$ cat src/rtl/ecg_pkg.sv
// Shared constants and state encoding for the ECG window feeder.
package ecg_pkg;

  localparam int BITSIZE  = 16;
  localparam int WIN      = 92;
  localparam int HOP      = 46;
  localparam int OUT_SIZE = 4;
  localparam int TIMEOUT  = 32;

  // Counter widths: the sample counter must be able to hold WIN itself.
  localparam int NEED_W = $clog2(WIN + 1);
  localparam int RUN_W  = (TIMEOUT > 1) ? $clog2(TIMEOUT) : 1;

  typedef enum logic [1:0] {
    FILL    = 2'd0,
    RUN     = 2'd1,
    COLLECT = 2'd2
  } state_t;

endpackage

$ cat src/rtl/ecg_sample_shifter.sv
// Window shift register: word 0 is the oldest sample, new samples enter at
// the top word, and a synchronous clear empties the whole window.
module ecg_sample_shifter #(
  parameter int BITSIZE = 16,
  parameter int WIN     = 92
) (
  input  logic                   clk,
  input  logic                   i_clear,
  input  logic                   i_shift,
  input  logic [BITSIZE-1:0]     i_data,
  output logic [BITSIZE*WIN-1:0] o_x
);

  logic [BITSIZE*WIN-1:0] r_x;

  // Shift one word toward word 0 on every accepted sample; clear wins.
  always_ff @(posedge clk) begin
    if (i_clear) begin
      r_x <= '0;
    end else if (i_shift) begin
      r_x <= {i_data, r_x[BITSIZE*WIN-1:BITSIZE]};
    end
  end

  assign o_x = r_x;

endmodule

$ cat src/rtl/ecg_window_feeder.sv
// Collects ECG samples into a sliding window, runs the encoder on each full
// window by releasing its reset, and hands the latent vector downstream.
module ecg_window_feeder
  import ecg_pkg::*;
(
  input  logic                         clk,
  input  logic                         reset,
  input  logic [BITSIZE-1:0]           s_data,
  input  logic                         s_valid,
  output logic                         s_ready,
  output logic [BITSIZE*WIN-1:0]       x,
  output logic                         enc_rst,
  input  logic                         enc_done,
  input  logic [BITSIZE*OUT_SIZE-1:0]  enc_y,
  output logic [BITSIZE*OUT_SIZE-1:0]  y_out,
  output logic                         y_valid,
  input  logic                         y_ready,
  output logic [15:0]                  win_idx,
  output logic                         err
);

  state_t                        r_state;
  state_t                        w_nextState;
  logic [NEED_W-1:0]             r_needCnt;
  logic [NEED_W-1:0]             w_need;
  logic                          r_firstWin;
  logic [RUN_W-1:0]              r_runCnt;
  logic [BITSIZE*OUT_SIZE-1:0]   r_yOut;
  logic                          r_yValid;
  logic [15:0]                   r_winIdx;
  logic                          r_err;
  logic                          r_encRst;
  logic                          w_accept;
  logic                          w_windowFull;
  logic                          w_timeout;
  logic                          w_handshake;

  // Samples are taken only in FILL; the reset gate keeps s_ready low while
  // reset is asserted even though the state register already reads FILL.
  assign s_ready      = (r_state == FILL) && !reset;
  assign w_accept     = s_valid && s_ready;
  assign w_need       = r_firstWin ? NEED_W'(WIN) : NEED_W'(HOP);
  assign w_windowFull = w_accept && ((r_needCnt + NEED_W'(1)) == w_need);
  assign w_timeout    = (r_state == RUN) && !enc_done &&
                        (r_runCnt == RUN_W'(TIMEOUT - 1));
  assign w_handshake  = (r_state == COLLECT) && r_yValid && y_ready;

  // State register.
  always_ff @(posedge clk) begin
    if (reset) begin
      r_state <= FILL;
    end else begin
      r_state <= w_nextState;
    end
  end

  // Next-state decode; enc_done takes priority over the timeout in RUN.
  always_comb begin
    w_nextState = r_state;
    case (r_state)
      FILL:    if (w_windowFull) w_nextState = RUN;
      RUN: begin
        if (enc_done) begin
          w_nextState = COLLECT;
        end else if (w_timeout) begin
          w_nextState = FILL;
        end
      end
      COLLECT: if (w_handshake) w_nextState = FILL;
      default: w_nextState = FILL;
    endcase
  end

  // Sample and run counters; after the first full window only HOP new
  // samples are needed because the older ones stay in the shifter.
  always_ff @(posedge clk) begin
    if (reset) begin
      r_needCnt  <= '0;
      r_firstWin <= 1'b1;
      r_runCnt   <= '0;
    end else begin
      if (w_windowFull) begin
        r_needCnt  <= '0;
        r_firstWin <= 1'b0;
        r_runCnt   <= '0;
      end else if (w_accept) begin
        r_needCnt <= r_needCnt + NEED_W'(1);
      end
      if (r_state == RUN) begin
        r_runCnt <= r_runCnt + RUN_W'(1);
      end
    end
  end

  // Registered outputs: encoder reset follows the next state so it drops on
  // the edge that enters RUN, and the latent is captured when done is seen.
  always_ff @(posedge clk) begin
    if (reset) begin
      r_yOut   <= '0;
      r_yValid <= 1'b0;
      r_winIdx <= '0;
      r_err    <= 1'b0;
      r_encRst <= 1'b1;
    end else begin
      r_encRst <= (w_nextState != RUN);
      if ((r_state == RUN) && enc_done) begin
        r_yOut   <= enc_y;
        r_yValid <= 1'b1;
      end
      if (w_timeout) begin
        r_err    <= 1'b1;
        r_winIdx <= r_winIdx + 16'd1;
      end
      if (w_handshake) begin
        r_yValid <= 1'b0;
        r_winIdx <= r_winIdx + 16'd1;
      end
    end
  end

  ecg_sample_shifter #(
    .BITSIZE(BITSIZE),
    .WIN    (WIN)
  ) u_shifter (
    .clk    (clk),
    .i_clear(reset),
    .i_shift(w_accept),
    .i_data (s_data),
    .o_x    (x)
  );

  assign y_out   = r_yOut;
  assign y_valid = r_yValid;
  assign win_idx = r_winIdx;
  assign err     = r_err;
  assign enc_rst = r_encRst;

endmodule

$ cat config.mk
export PLATFORM = sky130hd
export DESIGN_NAME = ecg_window_feeder
export DESIGN_NICKNAME = d
export VERILOG_FILES = /design/src/rtl/ecg_pkg.sv /design/src/rtl/ecg_sample_shifter.sv /design/src/rtl/ecg_window_feeder.sv
export SDC_FILE = /design/constraint.sdc
export NUM_CORES = 2
export LEC_CHECK = 0
export ABC_AREA = 1
export CAP_MARGIN = 20
export CELL_PAD_IN_SITES_DETAIL_PLACEMENT = 0
export CELL_PAD_IN_SITES_GLOBAL_PLACEMENT = 1
export CORE_AREA = 3 3 642 644
export CTS_CLUSTER_DIAMETER = 80
export DETAILED_ROUTE_END_ITERATION = 12
export DIE_AREA = 0 0 645 647
export PLACE_DENSITY = 0.55
export SYNTH_ARGS = -nofsm -noshare
export SYNTH_HDL_FRONTEND = slang
export SYNTH_HIERARCHICAL = 1
export SYNTH_SLANG_ARGS = --single-unit
$ cat constraint.sdc
create_clock -name clk -period 3.1 [get_ports clk]
set_clock_uncertainty 0.15 [all_clocks]
set_input_delay 0.31 -clock clk [delete_from_list [all_inputs] [get_ports clk]]
set_output_delay 0.31 -clock clk [all_outputs]
set_load 0.01 [all_outputs]
After elaboration in Yosys (flattened, before gate mapping). Cells that the tools add are included.

Bits in registers: 1570. Latch bits: 0. Bits in writable memories: 0. Memory bits (read-only): 0. Input port bits: 85. Output and inout port bits: 1556. Logic and storage cells: 43. Memories kept: 0.

$add $sub $neg: 3. Multiply operators: 0. Div/mod/pow operators: 0. Order comparisons: 0. Equality and inequality tests: 5. Shift operators: 0. Muxes and demuxes: 10. Bitwise operators: 0. Reductions and logical operators: 15.

Operator list (number): 16-bit two-way mux (2); 16-bit by 1-bit adder with 16-bit output (second input constant) (1); 5-bit two-way mux (2); 1-bit logical AND (8); 2-bit two-way mux (4); 7-bit by 1-bit adder with 7-bit output (second input constant) (1); 7-bit equality test (1); 7-bit two-way mux (1); 2-bit case mux with 3 select lines (1); 5-bit by 1-bit adder with 5-bit output (second input constant) (1); 5-bit equality test (second input constant) (1); 2-bit nonzero test (2); 2-bit OR reduction (2); 2-bit by 1-bit equality test with 1-bit output (second input constant) (1); 2-bit equality test (second input constant) (1); 1-bit zero test (2); 2-bit zero test (1); 2-bit by 1-bit inequality test with 1-bit output (second input constant) (1).

Longest topological paths before layout.
Depth in word-level cells: 7. Gate-level depth with buffers: 11.

Hierarchy. The synthesis kept the hierarchy.

Modules (own cells, without submodules): ecg_sample_shifter (times used 1, cells each 9323, area an instance 59846.1 sq um); ecg_window_feeder (times used 1, cells each 525, area an instance 4040.1 sq um).

Worst setup path before layout. OpenSTA, ideal clock, no wires.

Path type: input port to flip-flop. Start: input port reset. End: register u_shifter.r_x[572], in the netlist u_shifter/o_x[572]. Setup time: 113 ps. Arrival time: 1536 ps. Required time: 2837 ps. Setup slack: 1301 ps. Stages on the path: 10. Buffers on the path: 4. Cell sequence: buf_2 -> clkinv_2 -> nand3_4 -> nor2_8 -> buf_4 -> buf_2 -> clkbuf_1 -> nand2_1 -> nand2_1 -> nor2_1.

Cells in the longest elaborated chain, start to end: 3.

RTL lines: start, declared (line ecg_window_feeder.sv:7) `input logic reset,`; 1-bit zero test (line ecg_window_feeder.sv:40) `assign s_ready = (r_state == FILL) && !reset;`; 1-bit logical AND (line ecg_window_feeder.sv:40); 1-bit logical AND (line ecg_window_feeder.sv:41) `assign w_accept = s_valid && s_ready;`; named net w_accept (line ecg_window_feeder.sv:33) `logic w_accept;`; end signal, assigned (line ecg_sample_shifter.sv:21) `r_x <= {i_data, r_x[BITSIZE*WIN-1:BITSIZE]};`; end, declared (line ecg_sample_shifter.sv:14) `logic [BITSIZE*WIN-1:0] r_x;`.

The timed path passes the listed nets, and every way through them passes these cells. A chain may end at the register's enable or synchronous reset.

Worst setup path after layout.
Start: register u_shifter.r_x[1090], in the netlist u_shifter/o_x[1090]. End: output port x[1090].

RTL lines: end, declared (line ecg_window_feeder.sv:11) `output logic [BITSIZE*WIN-1:0] x,`.

No word-level cell between the ends.

==> results_dict.tcl <==
set metrics [dict create \
    clk_latency_ns 0.91 \
    grt_max_degree 116 \
    routed_wirelength_um 323500 \
    hold_class "in2reg" \
    synth-seq-cells 1570 \
    synth-compound-area-share_pct 0.8598 \
    drtIter0Drc 3845 \
    via_per_inst 3.567 \
    ys_warn_count 6 \
    vdd_drop_max_uv 415.6 \
    multi_input_area_sq_mm 0.02393 \
    synth_top_area_share_pct 49.20 \
    p_switching_uw 15910 \
    critPathMaxStageDelay_ns 0.64 \
    core_sq_mm 0.4064 \
    postPlaceCellArea_sq_mm 0.08627 \
    p_int_uw 38680 \
    rsz0062_at_grt "false" \
    dr.pass1.iters 5 \
    synth_cells 9848 \
    layout_common_cells "nand2_1, nor2_1, clkdlybuf4s50_1, dfxtp_1, inv_1" \
    crit_family "buffers and inverters" \
    outcome "finished, final reports clean" \
    synth.distinct_cells 37 \
    hold_violations 0 \
    start_util_pct 15.72 \
    grt_pass1_wl_um 446900 \
    yosys.area_share.simple_pct 36.44 \
    pre_cts_ws_ns 0.5025 \
    gr-total-overflow 0 \
    num_rows 234 \
    syn_avg_cell_area_sq_um 6.487 \
    end_kind "primary output" \
    cts_tree "built" \
    async_flop_share_pct 0 \
    drc 0 \
    yosys.area.top_type "dfxtp_1" \
    path_cells "buf_4 > clkdlybuf4s50_1" \
    routedWlPerCell_um 19.01 \
    fin_setup_tns_ns 0 \
    sw_frac_of_total_pct 29.14 \
    cp.arrival_ns 2.27 \
    slew_viol_final 0 \
    die_area_sq_mm 0.4173 \
    ios 1641 \
    final_common_cell "nand2_1" \
    syn_nets 9937 \
    fin_nets 11519 \
    worst_slack_ns 0.3711 \
    start_kind "flop" \
    synth_fa_ha_area_share_pct 0.07834 \
    grt_pass1_vias 57659 \
    power_frac_comb_pct 14.8 \
    power.density_mw_per_mm2 582.6 \
    p_clk_share_pct 43.6 \
    seq_area_frac_synth_pct 49.20 \
    power_frac_seq_pct 41.6 \
    root_buffer "clkbuf_16" \
    fmax_mhz 366.5 \
    period_minus_slack_ns 2.729 \
    synth_mux_area_share_pct 0 \
    slew_headroom_pct 32.20 \
    cts_made_buffers 208 \
    synthTopCellsByArea "dfxtp_1, nand2_1, nor2_1" \
    grt_use_total_pct 14.75 \
    power_uw 54590 \
    required_ns 2.64 \
    maxCapViolCount 0 \
    worst_pin_slew_ns 1.017 \
    p_leak_uw 0.03865 \
    critical_path_class "reg2out" \
    setup_violations 0 \
    dieWidth_um 645 \
    antenna_found_initial 12 \
    clk_path_buf_depth 4 \
    period_share_pct 88.03 \
    crit_fanout 3 \
    n_fill_cell 46366 \
    numPortBuffers 1640 \
    final_area_sq_mm 0.09370 \
    critPathBufInv 2 \
    place_hpwl_um 253500 \
    crit_slowest_cell "dfxtp_1" \
    synth_ff_type "dfxtp_1" \
    vias 60695 \
    cts_sinks 1570 \
    drive_gt1_share_pct 4.308 \
    syn2layout_area_growth_pct 46.67 \
    seq_area_sq_mm 0.03143 \
    clk_pin_slew_ns 0.06 \
    syn-cell-area_sq_mm 0.06389 \
    ant_nets 0 \
    gp_routability_congestion 0.8581 \
    yosys.area_share.xor_xnor_pct 0.08226 \
    synth_edf_count 0 \
    fp.dieH_um 647 \
    synth_top_family_by_area "simple AND/OR/NAND/NOR gates" \
    htreeDepth 4 \
]
layer usage:
layer | track usage, % | share of wire, %
met5 | 0 | 0
met4 | 4.031 | 2.8
met3 | 4.444 | 7.0
met2 | 24.94 | 47
met1 | 18.05 | 43
cell usage after synthesis (2+ instances only):
library cell,count
xor2_1,4
buf_4,94
dfxtp_1,1570
inv_1,1502
nand2_4,3
nand3_1,76
xnor2_1,2
nor3_1,5
nor3_2,2
nand3_2,2
buf_2,343
nor2_4,3
inv_2,2
nand2_2,2
buf_1,6
buf_6,18
nand3_4,2
nor2_1,2964
o21ai_0,9
a21oi_1,92
clkbuf_1,60
nand2_1,3067
ha_1,4
nand4_1,3
worst register-to-register path: stages (launching register included):
cell and delay [ns]:
dfxtp_1 0.34, inv_2 0.13, nand3_4 0.12, nor2_8 0.16, buf_12 0.20, buf_12 0.31
buf_4 0.45, nand2_1 0.13, nand2_1 0.07, nor2_1 0.05
per-stage QoR:
step	hold WS, ns	std cells	utilization [%]
after floorplan	0.2835	9848	-
after global placement	0.2966	16565	21.23
after detailed placement	0.2943	16565	21.23
after CTS	0.1323	17011	23.05
after global routing	0.2063	17013	23.06
final	0.2663	17017	23.06
state kept, by name (all words and copies together), names as in the netlist, 2 cells and up:
signal         count
r_needCnt          7
r_runCnt           5
r_state            2
u_shifter/o_x   1472
win_idx           16
y_out             64
what timing repair did:
item / CTS / global route
resized for setup: 1 / 0
endpoints found under the hold margin: 126 / 0
hold buffers: 83 / 0
endpoints found under the setup margin: 1 / 0
setup buffers: 0 / 0
worst paths after layout:
path,from,endpoint,slack [ns],cells after the start
worst max-delay path,u_shifter/o_x[1090],x[1090],0.37,2
worst min-delay path,enc_done,enc_rst,0.27,6
worst max register to register,r_state[1],u_shifter/o_x[148],0.87,9
worst min register to register,err,err,0.30,2
layout make-up:
cell class	count	share of cell area (%)
Antenna cell	6	0.01602
Inverter	1506	6.042
Clock buffer	310	6.413
Multi-Input combinational cell	6251	25.54
Timing Repair Buffer	1893	20.58
Sequential cell	1570	33.54
Clock inverter	53	0.6142
Tap cell	5428	7.248
cells by family (layout without fill, tap and decap cells):
kind of cell,Yosys count,in the layout
buffers and inverters,2027,3762
AO/OA/AOI/OAI,107,107
adder cells (fa/ha/maj),4,4
AND/OR/NAND/NOR,6134,6134
flip-flops,1570,1570
other,0,6
XOR/XNOR,6,6
power by group through the flow:
stage / logic (uW) / clock network (uW) / registers, uW
CTS: 8250 / 24800 / 22800
finish: 8080 / 23800 / 22700
detailed placement: 8130 / 0 / 23200
global route: 8940 / 25600 / 22900
floorplan: 3320 / 0 / 23100
global placement: 8130 / 0 / 23200
Power figures use the tool's default switching activity.
